===== config.mk =====
export PLATFORM = sky130hd
export DESIGN_NAME = rx_oversampler
export DESIGN_NICKNAME = d
export VERILOG_FILES = /design/src/rtl/rx_oversampler.sv
export SDC_FILE = /design/constraint.sdc
export NUM_CORES = 1
export LEC_CHECK = 0
export ABC_CLOCK_PERIOD_IN_PS = 3600
export BUFFER_PORTS_ARGS = -buffer_cell sky130_fd_sc_hd__buf_4
export CAP_MARGIN = 20
export CELL_PAD_IN_SITES_DETAIL_PLACEMENT = 1
export CELL_PAD_IN_SITES_GLOBAL_PLACEMENT = 1
export CORE_AREA = 2 2 96 61
export DETAILED_ROUTE_END_ITERATION = 10
export DIE_AREA = 0 0 98 63
export GPL_ROUTABILITY_DRIVEN = 0
export MAX_ROUTING_LAYER = met4
export PLACE_DENSITY_LB_ADDON = 0.1
export SLEW_MARGIN = 15
export SYNTH_ARGS = -nofsm -noshare
export SYNTH_HDL_FRONTEND = slang
export SYNTH_SLANG_ARGS = --single-unit

===== constraint.sdc =====
create_clock -name clk -period 3.6 [get_ports clk]
set_clock_uncertainty 0.1 [all_clocks]
set_input_delay 0.72 -clock clk [delete_from_list [all_inputs] [get_ports clk]]
set_output_delay 0.72 -clock clk [all_outputs]
set_load 0.05 [all_outputs]

===== src/rtl/rx_oversampler.sv =====
// rx_oversampler: synchronises CH async inputs, samples them on a programmable strobe
// and majority-votes OVS samples into one output bit per channel.
module rx_oversampler #(
  parameter int CH      = 1,
  parameter int SYNC    = 2,
  parameter int DIV_W   = 8,
  parameter int DIV_RST = 10,
  parameter int OVS     = 3
) (
  input  logic             clk,
  input  logic             rst,
  input  logic [CH-1:0]    rx_in,
  input  logic [DIV_W-1:0] div_cfg,
  input  logic             cfg_load,
  output logic             sample_strb,
  output logic [CH-1:0]    out_dat,
  output logic [CH-1:0]    out_edge,
  output logic             out_vld
);
  localparam int OW = $clog2(OVS + 1);
  localparam int SW = OVS > 1 ? $clog2(OVS) : 1;
  logic [CH-1:0]    sync_q [SYNC];
  logic [CH-1:0]    s;
  logic [DIV_W-1:0] period_q, period_d, cnt_q, cnt_d;
  logic [SW-1:0]    sub_q, sub_d;
  logic [OW-1:0]    ones_q [CH];
  logic [OW-1:0]    ones_d [CH];
  logic [OW-1:0]    sum    [CH];
  logic [CH-1:0]    dat_d;
  logic             close;
  assign s           = sync_q[SYNC-1];
  assign sample_strb = cnt_q == period_q - DIV_W'(1);
  assign close       = sample_strb && sub_q == SW'(OVS - 1);
  assign period_d    = cfg_load ? (div_cfg == '0 ? DIV_W'(1) : div_cfg) : period_q;
  assign cnt_d       = cfg_load || sample_strb ? '0 : cnt_q + DIV_W'(1);
  assign sub_d       = cfg_load || close ? '0 : sample_strb ? sub_q + SW'(1) : sub_q;
  // sum includes the sample taken on this edge, so the vote sees the full window
  always_comb begin
    for (int i = 0; i < CH; i++) begin
      sum[i]    = ones_q[i] + OW'(s[i]);
      dat_d[i]  = sum[i] > OW'(OVS / 2);
      ones_d[i] = cfg_load || close ? '0 : sample_strb ? sum[i] : ones_q[i];
    end
  end
  always_ff @(posedge clk) begin
    if (rst) begin
      for (int n = 0; n < SYNC; n++) sync_q[n] <= '0;
      period_q <= DIV_W'(DIV_RST);
      cnt_q    <= '0;
      sub_q    <= '0;
      ones_q   <= '{default: '0};
      out_dat  <= '0;
      out_edge <= '0;
      out_vld  <= 1'b0;
    end else begin
      sync_q[0] <= rx_in;
      for (int n = 1; n < SYNC; n++) sync_q[n] <= sync_q[n-1];
      period_q <= period_d;
      cnt_q    <= cnt_d;
      sub_q    <= sub_d;
      ones_q   <= ones_d;
      out_vld  <= close;
      if (close) begin
        out_dat  <= dat_d;
        out_edge <= dat_d ^ out_dat;
      end
    end
  end
endmodule


# Yosys cells after proc, flatten, opt, wreduce, memory -nomap -nowiden

Memory sizes are Yosys's and may differ from the RTL's.
Index checks and enable logic that the tools add are counted.

Register bits: 23
Latch bits: 0
Memory bits (writable): 2
Bits in read-only memories: 0
Input bits: 12
Output and inout port bits: 4
Word-level logic and storage cells: 30
Memories kept: 1

$add $sub $neg: 4
Multiply operators: 0
Div/mod/pow operators: 0
Magnitude comparators: 1
Equality and inequality tests: 2
Shift-type cells: 0
Multiplexer cells: 6
Bitwise gates (word level): 3
Reduce and logical (&&, ||, !) cells: 6

Memory list:

| name   | words | bits a word | read ports | clocked after Yosys merged registers in | wr ports | line | RTL |
|---|---|---|---|---|---|---|---|
| sync_q | 2     | 1           | 2          | 0                                       | 2        | 22   | `logic [CH-1:0] sync_q [SYNC];` |

Operator list:

| cell                                               | number |
|---|---|
| adder 8 x 1 -> 8 bit, second input constant        | 1 |
| equality test 8 bit                                | 1 |
| zero test 8 bit                                    | 1 |
| two-way mux 8 bit                                  | 1 |
| subtractor 8 x 1 -> 8 bit, second input constant   | 1 |
| two-way mux 1 bit                                  | 5 |
| OR reduction 2 bit                                 | 2 |
| adder 2 x 1 -> 2 bit                               | 1 |
| adder 2 x 1 -> 2 bit, second input constant        | 1 |
| equality test 2 bit, second input constant         | 1 |
| > comparator 2 x 1 -> 1 bit, second input constant | 1 |
| logical OR 1 bit                                   | 2 |
| OR 1 bit                                           | 2 |
| logical AND 1 bit                                  | 1 |
| XOR 1 bit                                          | 1 |

# Longest topological paths before layout

Depth in word-level cells: 5
Mapped depth: 9

# Worst setup path before layout

No wires, ideal clock.

Path kind: register -> output
Start: reg period_q[0]
End: out sample_strb
Arrival time: 2297 ps
Required time: 2780 ps
Slack: 483 ps
Stages on the path, launching flop included: 7
Path buffers: 0
Cell sequence: dfxtp_1 -> inv_1 -> ha_1 -> or3b_1 -> o31ai_1 -> o311ai_1 -> a2111oi_4

Word-level cells in the longest chain between the ends: 2

RTL lines:

| element                   | line | RTL |
|---|---|---|
| start: declaration        | 24   | `logic [DIV_W-1:0] period_q, period_d, cnt_q, cnt_d;` |
| start signal: assignment  | 48   | `period_q <= DIV_W'(DIV_RST);` |
| start signal: assignment  | 58   | `period_q <= period_d;` |
| subtractor 8 x 1 -> 8 bit | 32   | `assign sample_strb = cnt_q == period_q - DIV_W'(1);` |
| equality test 8 bit       | 32   |  |
| end: declaration          | 15   | `output logic sample_strb,` |

Every way passes these cells.

# Final worst setup path

Start: reg period_q[1]
End: out sample_strb

The elaborated chain is that of the path after synthesis.

==> out/results.ini <==
[floorplanning]
ios=16
initial_utilization_pct=23.9
die_w_um=98
fp.dieH_um=63
fp.dieArea_um2=6170
core_area_um2=5330
rows=21

[routing]
first_pass_iters=4
wirelength_um=2970
vias=1001
routed_via_density=4.47
first_iter_violations=24
final_antenna_net_count=0
drc=0
wire_per_inst_um=13.2

[cts]
cts-root-buf=clkbuf_8
cts_made_buffers=3
cts_tree=yes
cts_buffer_depth=2
clkTransAtPathRegs_ns=0.09
cts-resized-gates=0
post-cts-setup-buffers=0
cts_hold_buffers=0
htreeDepth=1
clock_sinks=25
clkLatencyLatePin_ns=0.27

[yosys]
netlist_top_cells_count=dfxtp_1, nor2_1, xor2_1
syn-num-nets=156
ys_seq_elements=25
synth.area.top_cells=dfxtp_1, nor2_1, xor2_1, mux2i_1, ha_1
yosysTopAreaCell=dfxtp_1
syn_area_um2=1270
synth-warning-count=0
synth_cell_types=39
ys.flop_type=dfxtp_1
postSynthCellCount=140
async_flop_share_pct=0
yosysTopAreaCellShare_pct=39.3
synth_edf_count=0
syn_avg_cell_area_um2=9.09
yosysSeqAreaShare_pct=39.3

[worst_hold_path]
hold_depth=1
hp-start=sync_q[0][0]
hold_class=flop to flop

[grt]
track_usage_pct=10.8
antenna_found_initial=0
grt_pass1_vias=1025
grt_max_degree=17
grt_first_pass_wirelength_um=5180
grt-ovfl-total=0

[setup_path]
r2r_cells=9
cp_cell_sequence=inv_1, ha_1, or3b_1, o31ai_1, o311ai_1, a2111oi_4, buf_4
end_kind=primary output
cp_slowest_cell=or3b_1
worstSetupStartpointType=flop
crit_start=period_q[1]
cp_slowest_stage_delay_ns=0.39
rr_startpoint=period_q[1]
cp.arrival_ns=2.31
critPathMaxFanout=4
path_class=flop to primary output
cp.required_ns=2.78

[power_and_ir_drop]
p_total_mw=0.521
power_leakage_nw=0.609
intPower_mw=0.388
power.switching_mw=0.133
power_frac_comb_pct=11.0
ir_worst_vdd_mv=0.159
p_per_area_nw_per_um2=346
p_clk_share_pct=32.4
p_seq_share_pct=56.6
switching_share_pct=25.6

[timing]
tightest_slew_ns=0.509
min_period_over_period_pct=86.9
whs_ns=0.351
min_period_ns=3.13
fin_setup_tns_ns=0
slew_headroom_pct=65.7
setup_violations=0
fmax_mhz=320
hold_violations=0
worst_slack_ns=0.472
slew_violations=0
grt_setup_unrepaired=false

[final_layout]
multiInputGateArea_um2=728
n_fill_cell=632
seq_area_um2=500
n_antenna_cell=0
drive_gt1_share_pct=18.1
final_util_pct=28.2
syn_to_final_growth_pct=18.2
layout.nets=172

[placement]
port_buffers=15
place_ws_ns=0.753
place_hpwl_um=2340

[status]
status=finished clean

[flow_run]
maxCapViolations=0

final cells by class:
class | instances | share of cell area (%)
flip-flops and latches | 25 | 33.3
well taps | 69 | 5.74
multi-input cells | 104 | 48.4
repair buffers | 16 | 7.99
clock buffers | 3 | 2.75
clock inverters | 1 | 0.333
inverters | 6 | 1.50
logic make-up (layout without fill, tap and decap cells):
| group | Yosys count | in the layout | share of synthesized area (%) |
|---|---|---|---|
| AO/OA/AOI/OAI | 15 | 15 | 9.64 |
| buffers and inverters | 11 | 26 | 3.44 |
| multiplexers | 10 | 10 | 8.65 |
| flip-flops | 25 | 25 | 39.3 |
| XOR/XNOR | 15 | 15 | 10.3 |
| AND/OR/NAND/NOR | 60 | 60 | 24.7 |
| adder cells (fa/ha/maj) | 4 | 4 | 3.93 |
metrics by stage:
| step | instance area, um^2 | instances |
|---|---|---|
| 6_report | 1500 | 224 |
| 5_1_grt | 1500 | 224 |
| 4_1_cts | 1500 | 224 |
| 3_5_place_dp | 1460 | 220 |
| 3_3_place_gp | 1460 | 220 |
| 2_1_floorplan | 1270 | 140 |
flip-flops by register name, indices dropped and copies added (netlist names):
signal,count
cnt_q,8
ones_q,2
out_dat,1
out_edge,1
out_vld,1
period_q,8
sub_q,2
sync_q,2
worst max-delay path: cells and delay by family, from the launching register on:
| family | cells | cell delay, ns |
|---|---|---|
| compound gates | 3 | 0.77 |
| simple gates | 1 | 0.39 |
| buf+inv | 2 | 0.36 |
| flops | 1 | 0.35 |
| fa+ha+maj | 1 | 0.18 |
final timing paths:
| kind | end | slack [ns] |
|---|---|---|
| max | sample_strb | 0.47 |
| min | sync_q[0][1] | 0.35 |
| max reg2reg | cnt_q[6] | 0.93 |
| min reg2reg | sync_q[0][1] | 0.35 |
power by group through the flow:
stage / sequential (mW) / combinational (mW) / clock (mW)
CTS: 0.295 / 0.0588 / 0.179
global route: 0.297 / 0.0644 / 0.190
global placement: 0.301 / 0.0574 / 0
finish: 0.295 / 0.0573 / 0.169
detailed placement: 0.301 / 0.0582 / 0
floorplan: 0.297 / 0.0393 / 0
layout by cell type, fill, tap and decap left out, types with 3 or more instances in the layout:
cell / instances
xnor2_1: 5
dfxtp_1: 25
mux2i_1: 8
inv_1: 6
nor3_1: 3
nand2_1: 7
nor2_1: 25
ha_1: 4
buf_4: 16
nand3_1: 3
nor2b_1: 4
xor2_1: 10
clkbuf_8: 3
metal layers:
metal	track usage [%]	vias to the layer above	routed length (um)
met5	-	-	0
met4	1.74	0	21
met3	3.47	4	117
met2	14.9	12	1210
met1	15.5	474	1610
li1	-	511	-
(Power assumes the default switching activity.)
